$ cat config.mk
export PLATFORM = sky130hd
export DESIGN_NAME = led_matrix_scanner
export DESIGN_NICKNAME = d
export VERILOG_FILES = /design/src/rtl/led_matrix_scanner.sv
export SDC_FILE = /design/constraint.sdc
export NUM_CORES = 1
export LEC_CHECK = 0
export BUFFER_PORTS_ARGS = -buffer_cell sky130_fd_sc_hd__buf_2
export CAP_MARGIN = 25
export CORE_ASPECT_RATIO = 1.75
export CORE_MARGIN = 5
export CORE_UTILIZATION = 41
export CTS_CLUSTER_SIZE = 20
export DETAILED_ROUTE_END_ITERATION = 12
export GPL_ROUTABILITY_DRIVEN = 0
export PLACE_DENSITY = 0.71
export SETUP_SLACK_MARGIN = 0.5
export SYNTH_ARGS = -nofsm -noshare
export SYNTH_HDL_FRONTEND = slang
export SYNTH_SLANG_ARGS = --single-unit
$ cat constraint.sdc
create_clock -name CLK -period 5.14 [get_ports CLK]
set_input_delay 0 -clock CLK [delete_from_list [all_inputs] [get_ports CLK]]
set_output_delay 0 -clock CLK [all_outputs]
set_load 0.005 [all_outputs]
$ cat src/rtl/led_matrix_scanner.sv
// led_matrix_scanner -- row-scanning driver for the 16x16 red/green LED board.
//
// Snapshots both colour frames once per frame (LOAD), then walks rows 0..15,
// each row preceded by an all-off blanking gap (BLANK) and driven for DWELL
// cycles (DRIVE). A one-cycle FrameStart pulse marks each snapshot.
//
// Optional feature, macro LED_SCAN_DIM_EN: adds the 2-bit Brightness port,
// sampled at LOAD and held for the frame; column drives are gated off once the
// elapsed dwell count reaches (Brightness+1)*DWELL/4. RowEn is unaffected.
// Without the macro the columns are driven for the full dwell (Brightness=3).
//
// All outputs are registered: each edge produces the outputs that belong to
// the state the FSM occupied just before that edge, so the visible sequence is
// LOAD(1), then {BLANK x BLANK, DRIVE x DWELL} for each of the 16 rows.

module led_matrix_scanner #(
   parameter int DWELL = 2048,  // >= 4, multiple of 4
   parameter int BLANK = 16     // >= 1, < DWELL
) (
   input  logic                CLK,
   input  logic                RST,
   input  logic [15:0][15:0]   RedPixels,
   input  logic [15:0][15:0]   GrnPixels,
`ifdef LED_SCAN_DIM_EN
   input  logic [1:0]          Brightness,
`endif
   output logic [15:0]         RowEn,
   output logic [15:0]         RedDrv,
   output logic [15:0]         GrnDrv,
   output logic                FrameStart
);

   // Shared BLANK/DRIVE down-counter width; BLANK < DWELL keeps both loads in range.
   localparam int CW = (DWELL > 1) ? $clog2(DWELL) : 1;
   localparam logic [CW-1:0] DWELL_LAST = CW'(DWELL - 1);
   localparam logic [CW-1:0] BLANK_LAST = CW'(BLANK - 1);

   typedef enum logic [1:0] {
      S_LOAD,
      S_BLANK,
      S_DRIVE
   } state_t;

   state_t           state_q, state_d;
   logic [3:0]       row_q, row_d;
   logic [CW-1:0]    cnt_q, cnt_d;
   logic [15:0][15:0] red_buf_q, red_buf_d;
   logic [15:0][15:0] grn_buf_q, grn_buf_d;
   logic [15:0]      row_en_q, row_en_d;
   logic [15:0]      red_drv_q, red_drv_d;
   logic [15:0]      grn_drv_q, grn_drv_d;
   logic             frame_start_q, frame_start_d;
   logic             col_on;

`ifdef LED_SCAN_DIM_EN
   logic [1:0]       bright_q, bright_d;
   logic [31:0]      elapsed_w;
   logic [31:0]      on_limit;

   // Columns stay on while the elapsed dwell count is below the brightness window.
   always_comb begin
      elapsed_w = 32'(DWELL_LAST - cnt_q);
      on_limit  = (32'(bright_q) + 32'd1) * 32'(DWELL / 4);
      col_on    = (elapsed_w < on_limit);
   end
`else
   assign col_on = 1'b1;
`endif

   // Next-state, counter, snapshot and registered-output logic for the scan FSM.
   always_comb begin
      // NOTE: every signal gets a default before the case so no path leaves one
      // unassigned; an unassigned path in always_comb would infer a latch.
      state_d       = state_q;
      row_d         = row_q;
      cnt_d         = cnt_q;
      red_buf_d     = red_buf_q;
      grn_buf_d     = grn_buf_q;
      row_en_d      = '0;
      red_drv_d     = '0;
      grn_drv_d     = '0;
      frame_start_d = 1'b0;
`ifdef LED_SCAN_DIM_EN
      bright_d      = bright_q;
`endif

      case (state_q)
         S_LOAD: begin
            red_buf_d     = RedPixels;
            grn_buf_d     = GrnPixels;
`ifdef LED_SCAN_DIM_EN
            bright_d      = Brightness;
`endif
            frame_start_d = 1'b1;
            row_d         = 4'd0;
            cnt_d         = BLANK_LAST;
            state_d       = S_BLANK;
         end

         S_BLANK: begin
            if (cnt_q == '0) begin
               cnt_d   = DWELL_LAST;
               state_d = S_DRIVE;
            end else begin
               cnt_d = cnt_q - 1'b1;
            end
         end

         S_DRIVE: begin
            row_en_d = 16'h0001 << row_q;
            if (col_on) begin
               red_drv_d = red_buf_q[row_q];
               grn_drv_d = grn_buf_q[row_q];
            end
            if (cnt_q == '0) begin
               if (row_q == 4'd15) begin
                  state_d = S_LOAD;
               end else begin
                  row_d   = row_q + 4'd1;
                  cnt_d   = BLANK_LAST;
                  state_d = S_BLANK;
               end
            end else begin
               cnt_d = cnt_q - 1'b1;
            end
         end

         default: begin
            state_d = S_LOAD;
         end
      endcase
   end

   // State, frame buffer and output registers with synchronous active-high reset.
   always_ff @(posedge CLK) begin
      // NOTE: the frame buffer is cleared on reset so a restart never shows stale
      // pixels; it is small enough that a reset on every bit costs nothing here.
      if (RST) begin
         // NOTE: non-blocking assignments throughout so every register samples
         // the pre-edge values regardless of statement order.
         state_q       <= S_LOAD;
         row_q         <= 4'd0;
         cnt_q         <= '0;
         red_buf_q     <= '0;
         grn_buf_q     <= '0;
         row_en_q      <= '0;
         red_drv_q     <= '0;
         grn_drv_q     <= '0;
         frame_start_q <= 1'b0;
`ifdef LED_SCAN_DIM_EN
         bright_q      <= 2'd0;
`endif
      end else begin
         state_q       <= state_d;
         row_q         <= row_d;
         cnt_q         <= cnt_d;
         red_buf_q     <= red_buf_d;
         grn_buf_q     <= grn_buf_d;
         row_en_q      <= row_en_d;
         red_drv_q     <= red_drv_d;
         grn_drv_q     <= grn_drv_d;
         frame_start_q <= frame_start_d;
`ifdef LED_SCAN_DIM_EN
         bright_q      <= bright_d;
`endif
      end
   end

   assign RowEn      = row_en_q;
   assign RedDrv     = red_drv_q;
   assign GrnDrv     = grn_drv_q;
   assign FrameStart = frame_start_q;

endmodule
==> flow_summary.toml, run 1 <==
[global_route]
grt_use_met1_pct = 30.2
gr-total-overflow = 0
grt_max_degree = 226
use_met2_pct = 50.5
grt_pass1_vias = 23989
grt_usage_pct = 28.7
grtUsageMet3_pct = 5.73
antenna_found_initial = 19
grt_first_pass_wirelength_um = 144000
busiest_layer = "met2"

[sta]
hold_viol_final = 0
worst_pin_slew_ps = 1040
setup_violations = 0
drv_slew = 0
min_period_ps = 3260
rsz0062_at_grt = "false"
setup_tns_ps = 0
clock_skew_ps = 18.3
fmax_mhz = 307
slew_headroom_pct = 30.6
finalCritPeriodShare_pct = 63.3

[floorplan]
placeableCoreArea_um2 = 58400
dieArea_um2 = 64200
io-pin-count = 563
die_w_um = 194
dieHeight_um = 331
rows = 117
initial_core_util_pct = 41.4

[synthesis]
synth_cell_types = 64
ys_ff_latch = 578
synthTopCellsByArea = "dfxtp_1 48%, mux2i_1 24%, mux4_2 12%"
synth.avg_cell_area_um2 = 11.3
syn-num-nets = 2674
ys_seq_area_share_pct = 47.8
synth_common_cells = "578 x dfxtp_1, 576 x mux2i_1, 522 x nor2_1, 128 x mux4_2, 75 x clkbuf_1"
synth_largest_area_cell = "dfxtp_1"
synth_warnings = 0
async_reset_ff_share_pct = 0
yosysMostFrequentCell = "dfxtp_1"
synthCells = 2148
synth_edf_count = 0
synth_top_area_share_pct = 47.8
synthFlopType = "dfxtp_1"
syn-cell-area_um2 = 24200

[setup_path]
required_ps = 5630
r2r-end = "red_buf_q[86]$_SDFFE_PP0P_"
worstRegToRegCells = 6
critPathCaptureType = "register"
cp_num_buf_inv = 3
cpPeakStageDelay_ps = 840
crit_family = "buffers and inverters"
cp_slowest_cell = "ha_4"
critPathMaxFanout = 115
worstSetupPathType = "register to register"
worstPathCellList = "inv_1 -> ha_4 -> buf_12 -> mux2i_1 -> nor2_1 -> dlygate4sd3_1"
r2r_start = "state_q[0]$_SDFFE_PP0P_"
r2r_setup_slack_ps = 1880
cp-start-kind = "register"
arrival_ps = 3750

[hold_path]
min_from = "GrnPixels[54]"
hold_class = "input pin to register"
whs_path_depth = 4
hold_end = "grn_buf_q[54]$_SDFFE_PP0P_"

[drt]
drc_errors = 0
viasPerCell = 5.39
routedWlPerCell_um = 23.4
vias = 21920
postRouteAntennaNets = 0
drt-total-wl_um = 95100
drt_iter0_markers = 1278
drtPass1Iterations = 5

[final_layout]
stdcell_area_um2 = 35600
seqCellArea_um2 = 11600
syn2layout_area_growth_pct = 47.2
n_fill_cell = 4209
nets = 3755
multi_input_area_um2 = 11800
drive_gt1_share_pct = 25.0

[power]
power.density_nw_per_um2 = 437
peakVddDrop_v = 0.000352
leakage_nw = 17.5

[cts]
cts_num_sinks = 578
cts_tree = "yes"
clock_latency_ps = 610
numCtsBuffers = 54
clkTransAtPathRegs_ps = 70
clockRootBuffer = "clkbuf_16"
ctsHtreeMaxLevel = 2
clock_path_buffers = 3
post-cts-setup-buffer-count = 0
postCtsResizedCells = 0

[placed_design]
dpl_cell_area_um2 = 27500
place_hpwl_um = 57800
io_buffers = 562

[run_status]
outcome = "finished, final reports clean"

[flow_run]
max_cap_viol_count = 0
[how the worst max path moves through the flow]
stage / startpoint / end / slack [ps] / cells past startpoint
floorplan: state_q[0]$_SDFFE_PP0P_ / grn_buf_q[100]$_SDFFE_PP0P_ / 3290 / 8
global placement: row_q[1]$_SDFFE_PP0P_ / RedDrv[1]$_SDFF_PP0_ / 2200 / 4
detailed placement: row_q[1]$_SDFFE_PP0P_ / RedDrv[1]$_SDFF_PP0_ / 2190 / 4
CTS: state_q[0]$_SDFFE_PP0P_ / red_buf_q[97]$_SDFFE_PP0P_ / 1920 / 6
global route: state_q[0]$_SDFFE_PP0P_ / red_buf_q[86]$_SDFFE_PP0P_ / 1720 / 6
finish: state_q[0]$_SDFFE_PP0P_ / red_buf_q[86]$_SDFFE_PP0P_ / 1880 / 6
[cells by family after synthesis]
kind of cell | after synthesis | synth area share [%]
flip-flops | 578 | 47.8
adder cells (fa/ha/maj) | 12 | 0.621
buffers and inverters | 186 | 3.36
AO/OA/AOI/OAI | 82 | 2.43
multiplexers | 704 | 35.8
XOR/XNOR | 1 | 0.0362
AND/OR/NAND/NOR | 585 | 9.97
[placed cells by master, fill, tap and decap left out, types with 10 or more instances in the layout]
cell type / netlist / layout
dlygate4sd3_1: 0 / 616
dfxtp_1: 578 / 576
mux2i_1: 576 / 576
buf_2: 72 / 561
nor2_1: 522 / 522
mux4_2: 128 / 128
clkbuf_16: 0 / 57
o22ai_1: 33 / 33
diode_2: 0 / 19
and3_1: 15 / 15
inv_1: 14 / 14
a21oi_1: 11 / 11
ha_1: 12 / 11
buf_4: 2 / 11
clkbuf_1: 75 / 10
clkbuf_8: 0 / 10
[area by class of cell]
class / count / area share [%]
flip-flops and latches: 578 / 32.5
well taps: 773 / 2.72
clock inverters: 23 / 0.893
multi-input cells: 1384 / 33.2
clock buffers: 77 / 4.50
diodes: 19 / 0.134
repair buffers: 1196 / 25.9
inverters: 15 / 0.165
[tightest hold or removal path, cell delays in order]
cell and delay (ps):
dlygate4sd3_1 520, buf_2 90, mux2i_1 60, nor2_1 70
[report_power, final]
part           internal [mW]  switching [mW]
Sequential              5.37           0.568
Clock                   2.53            1.82
Combinational           2.66            2.60
[repair_timing]
action	4_1_cts	5_1_grt
setup endpoints to repair	0	0
hold buffers	616	0
hold endpoints to repair	518	0
[registers in the layout (all words and copies together), names as in the netlist]
name and flops:
FrameStart 1, GrnDrv 16, RedDrv 16, RowEn 16, cnt_q 11, grn_buf_q 256, red_buf_q 256, row_q 4
state_q 2
[through the flow]
| step | utilization [%] | hold WS (ps) | total power [mW] | std cells | setup WS [ps] |
|---|---|---|---|---|---|
| final | 61.0 | 167 | 15.6 | 4065 | 1880 |
| after global routing | 61.0 | 161 | 16.2 | 4063 | 1720 |
| after CTS | 60.9 | 115 | 15.4 | 4046 | 1920 |
| after detailed placement | 47.0 | 240 | 10.5 | 3330 | 2190 |
| after global placement | 47.0 | 235 | 10.3 | 3330 | 2200 |
| after floorplan | - | 147 | 9.39 | 2148 | 3290 |
[metal layers]
layer / wire (µm) / vias up
met5: 0 / -
met4: 8210 / 0
met3: 6040 / 390
met2: 48200 / 1176
met1: 32700 / 10572
li1: - / 9782
No activity file was read; power rests on OpenSTA's default activity.
==> run 2, diff against run 1 <==
==> constraint.sdc (replaced) <==
create_clock -name CLK -period 3 [get_ports CLK]
set_input_delay 0 -clock CLK [delete_from_list [all_inputs] [get_ports CLK]]
set_output_delay 0 -clock CLK [all_outputs]
set_load 0.005 [all_outputs]
==> run 2 against run 1 <==
Global-route usage shrank 0.79 points. Sequential share of layout area is 0.64 points higher. Clock power up 68%. Sequential power grew 70%. Clock skew rose by 8.8 ps. Final cell count down 1.9%. Critical path depth increased by 1. Largest cell class unchanged. Largest power group unchanged.
==> flow_summary.toml, run 2 (synthesized netlist as in run 1, its figures left out) <==
[global_route]
gr-total-overflow = 0
grt_max_degree = 175
use_met2_pct = 49.5
antenna_found_initial = 16
grtUsageMet3_pct = 6.15
busiest_layer = "met2"
grt_usage_pct = 27.9
grt_use_met1_pct = 29.0
grt_pass1_vias = 23340
grt_first_pass_wirelength_um = 140000

[power]
sw_frac_of_total_pct = 32.7
peakVddDrop_v = 0.000572
power.density_nw_per_um2 = 752
leakage_nw = 17.1
p_clk_share_pct = 27.8
seqPwrFrac_pct = 38.7
p_switching_mw = 8.58
power.internal_mw = 17.7
combPwrFrac_pct = 33.5

[cts]
ctsHtreeMaxLevel = 2
clock_path_buffers = 3
cts_tree = "yes"
clockRootBuffer = "clkbuf_16"
clock_latency_ps = 620
cts_num_sinks = 578
clkTransAtPathRegs_ps = 70
numCtsBuffers = 54

[final_layout]
nets = 3684
final_util_pct = 59.8
layout_common_cells = "576 x dfxtp_1, 576 x mux2i_1, 561 x buf_2, 522 x nor2_1, 520 x dlygate4sd3_1"
multi_input_area_um2 = 11800
reg_top3 = "grn_buf_q x256, red_buf_q x256"
seqCellArea_um2 = 11600
syn2layout_area_growth_pct = 44.3
n_fill_cell = 4286
drive_gt1_share_pct = 26.4

[floorplan]
placeableCoreArea_um2 = 58400
initial_core_util_pct = 41.4
dieHeight_um = 331
rows = 117
io-pin-count = 563
dieArea_um2 = 64200
die_w_um = 194

[drt]
viasPerCell = 5.33
drt-total-wl_um = 93200
drtPass1Iterations = 5
drt_iter0_markers = 1268
postRouteAntennaNets = 0
drc_errors = 0
routedWlPerCell_um = 23.4
vias = 21250

[hold_path]
hold_class = "input pin to register"
min_from = "GrnPixels[27]"

[placed_design]
place_ws_ps = 607
place_hpwl_um = 60100
io_buffers = 562

[sta]
slew_headroom_pct = 31.8
min_period_ps = 2380
clock_skew_ps = 27.1
finalWorstSetupSlack_ps = 623
setup_violations = 0
setup_tns_ps = 0
hold_viol_final = 0
finalCritPeriodShare_pct = 79.2
fmax_mhz = 421
rsz0062_at_grt = "false"
worst_pin_slew_ps = 1020
drv_slew = 0

[setup_path]
required_ps = 3490
worstSetupPathType = "register to register"
critPathCaptureType = "register"
cpPeakStageDelay_ps = 570
cp_slowest_cell = "dlygate4sd3_1"
r2r_start = "state_q[1]$_SDFFE_PP0P_"
crit_path_frequent_cell = "buf_12"
worstPathCellList = "inv_1 -> ha_4 -> buf_12 -> buf_12 -> mux2i_1 -> nor2_1 -> dlygate4sd3_1"
critPathMaxFanout = 35
arrival_ps = 2870
cp-startpoint = "state_q[1]$_SDFFE_PP0P_"
cp-start-kind = "register"

[run_status]
outcome = "finished, final reports clean"

[flow_run]
max_cap_viol_count = 0
-- run 2: per-stage QoR --
stage | total power, mW | cell area, µm² | hold WS, ps | instances
3_3_place_gp | 17.8 | 27800 | 233 | 3354
5_1_grt | 27.4 | 34900 | 128 | 3988
4_1_cts | 26.0 | 34900 | 93.1 | 3975
3_5_place_dp | 18.2 | 27800 | 241 | 3354
2_1_floorplan | 16.1 | 24200 | 147 | 2148
6_report | 26.3 | 34900 | 153 | 3989
-- run 2: worst paths after layout --
check,to,slack (ps),cells after the start
setup / recovery,red_buf_q[125]$_SDFFE_PP0P_,620,7
hold / removal,grn_buf_q[27]$_SDFFE_PP0P_,150,4
setup reg to reg,red_buf_q[125]$_SDFFE_PP0P_,620,7
hold reg to reg,red_buf_q[211]$_SDFFE_PP0P_,490,2
-- run 2: metal layers --
metal  wire (µm)  vias to the layer above  share of wire [%]
li1            -                     9632                  -
met1       32100                    10154                 34
met2       47300                     1082                 51
met3        6130                      374                6.6
met4        7600                        8                8.2
met5          44                        -              0.047
-- run 2: critical path, delay by kind of cell, from the launching register on --
family / cells / cell delay, ps
fa+ha+maj: 1 / 400
flops: 1 / 330
mux: 1 / 200
simple gates: 1 / 50
buf+inv: 4 / 1280
-- run 2: area by class of cell --
type | count | share of cell area (%)
repair buffers | 1125 | 24.5
inverters | 15 | 0.168
clock buffers | 74 | 4.43
clock inverters | 27 | 0.946
flip-flops and latches | 578 | 33.2
diodes | 13 | 0.0932
well taps | 773 | 2.77
multi-input cells | 1384 | 33.9
-- run 2: what timing repair did --
item	in CTS	in global routing
resized for setup	0	1
hold endpoints to repair	518	0
endpoints found under the setup margin	0	8
setup buffers	0	1
hold buffers	520	0
-- run 2: power groups by stage --
stage	clock network [mW]	registers, mW	logic [mW]
finish	7.30	10.1	8.81
global route	7.73	10.3	9.41
CTS	7.42	10.1	8.52
detailed placement	0	10.2	7.92
global placement	0	10.1	7.71
floorplan	0	9.86	6.22
==> run 3, diff against run 2 <==
==> constraint.sdc (replaced) <==
create_clock -name CLK -period 2.3 [get_ports CLK]
set_input_delay 0 -clock CLK [delete_from_list [all_inputs] [get_ports CLK]]
set_output_delay 0 -clock CLK [all_outputs]
set_load 0.005 [all_outputs]
==> run 3 against run 2 <==
Final area is 4.5% higher. Highest routed layer unchanged. Register-to-register slack worse by 200 ps. Critical path type unchanged. Power is 38% higher. Sequential share of layout area is 1.4 points lower. First-iteration DRC count is 25% higher. Clock power is 34% higher.
==> flow_summary.toml, run 3 (synthesized netlist as in run 1, its figures left out) <==
[drt]
viasPerCell = 5.44
routedWlPerCell_um = 24.6
dr_wl_met2_um = 49800
highest_layer = "met5"
drt_iter0_markers = 1582
drt-total-wl_um = 99700
m1WireLength_um = 33600
drc_errors = 0
dr_wl_met3_um = 6750
drtPass1Iterations = 7
vias = 22095
postRouteAntennaNets = 0

[cts]
numCtsBuffers = 55
clock_latency_ps = 610
clockRootBuffer = "clkbuf_16"
cts_num_sinks = 578
clock_path_buffers = 3
clkTransAtPathRegs_ps = 70
cts_tree = "yes"
ctsHtreeMaxLevel = 2

[floorplan]
rows = 117
die_w_um = 194
placeableCoreArea_um2 = 58400
initial_core_util_pct = 41.4
dieArea_um2 = 64200
dieHeight_um = 331
io-pin-count = 563

[sta]
finalCritPeriodShare_pct = 81.5
slew_headroom_pct = 42.2
worst_pin_slew_ps = 866
clock_skew_ps = 10.6
hold_viol_final = 0
setup_tns_ps = 0
hold_slack_ps = 172
setup_violations = 0
fmax_mhz = 534
rsz0062_at_grt = "true"
min_period_ps = 1870
drv_slew = 0
finalWorstSetupSlack_ps = 427

[setup_path]
endpoint = "GrnDrv[8]$_SDFF_PP0_"
r2r_start = "row_q[0]$_SDFFE_PP0P_"
arrival_ps = 2350
cp-startpoint = "row_q[0]$_SDFFE_PP0P_"
required_ps = 2780
critPathMaxFanout = 8
critPathCaptureType = "register"
worstSetupPathType = "register to register"
worstRegToRegCells = 6
cp-start-kind = "register"
r2r-end = "GrnDrv[8]$_SDFF_PP0_"
r2r_setup_slack_ps = 430

[final_layout]
n_fill_cell = 4104
reg_top3 = "grn_buf_q x256, red_buf_q x256"
nets = 3760
stdcell_area_um2 = 36500
drive_gt1_share_pct = 30.2
final_cells = 4062
layout_commonest_cell = "dfxtp_1"
layout_common_cells = "570 x dfxtp_1, 561 x buf_2, 554 x mux2i_1, 520 x nor2_1, 513 x dlygate4sd3_1"
syn2layout_area_growth_pct = 50.9
final_util_pct = 62.5

[power]
power.density_nw_per_um2 = 993
leakage_nw = 17.7
power_mw = 36.2
peakVddDrop_v = 0.000753

[hold_path]
hold_class = "input pin to register"

[run_status]
outcome = "finished, final reports clean"

[global_route]
grt_usage_pct = 29.0
grt_max_degree = 164
gr-total-overflow = 0
grt_first_pass_wirelength_um = 145000
antenna_found_initial = 15
grt_pass1_vias = 23677

[placed_design]
placed_cells = 3371
io_buffers = 562
place_hpwl_um = 62900
place_ws_ps = -106
dpl_cell_area_um2 = 28000

[flow_run]
max_cap_viol_count = 0
run 3: changes by cell type in the layout (fill, tap and decap cells not counted), moves of 10 or more:
| cell | before | now |
|---|---|---|
| mux2i_2 | 0 | 10 |
| clkbuf_16 | 55 | 67 |
| mux2i_1 | 576 | 554 |
| buf_16 | 1 | 15 |
| buf_6 | 0 | 10 |
| mux2i_4 | 0 | 12 |
| buf_4 | 26 | 62 |
run 3: how the worst min path moves through the flow:
stage,from,end,slack (ps),cells after the start
floorplan,GrnPixels[100],grn_buf_q[100]$_SDFFE_PP0P_,150,2
global placement,GrnPixels[122],grn_buf_q[122]$_SDFFE_PP0P_,230,3
detailed placement,RedPixels[142],red_buf_q[142]$_SDFFE_PP0P_,240,3
CTS,GrnPixels[168],grn_buf_q[168]$_SDFFE_PP0P_,120,4
global route,RedPixels[16],red_buf_q[16]$_SDFFE_PP0P_,150,4
finish,GrnPixels[152],grn_buf_q[152]$_SDFFE_PP0P_,170,4
run 3: what timing repair did:
action                     4_1_cts  5_1_grt
cloned                           3       10
setup endpoints to repair      304      368
resized for setup               60       59
hold buffers                   513        0
hold endpoints to repair       521        0
buffers inserted                32       21
pin swaps                       12       21
run 3: routing by layer:
| metal | global-route usage (%) | up-vias |
|---|---|---|
| met5 | 0 | - |
| met3 | 5.74 | 427 |
| met4 | 22.6 | 2 |
| li1 | - | 9793 |
| met2 | 51.1 | 1287 |
| met1 | 30.0 | 10586 |
run 3: final cells by class:
class                   count  area (µm²)  area share [%]
multi-input cells        1384       12200            33.4
flip-flops and latches    578       11600            31.8
repair buffers           1200        9740            26.7
clock buffers              72        1570            4.31
well taps                 773         967            2.65
clock inverters            29         349           0.956
inverters                  15        63.8           0.175
diodes                     11        27.5          0.0754
run 3: report_power, final:
group          leakage, nW  internal, mW  switching, mW
registers             4.79          12.0           1.37
clock network        0.960          5.62           4.14
logic                 11.9          6.72           6.34
run 3: critical path, stage by stage (launching register included):
cell and delay (ps):
dfxtp_4 380, buf_6 120, buf_12 160, buf_16 160, mux4_2 610, mux2i_1 210
o22ai_1 90
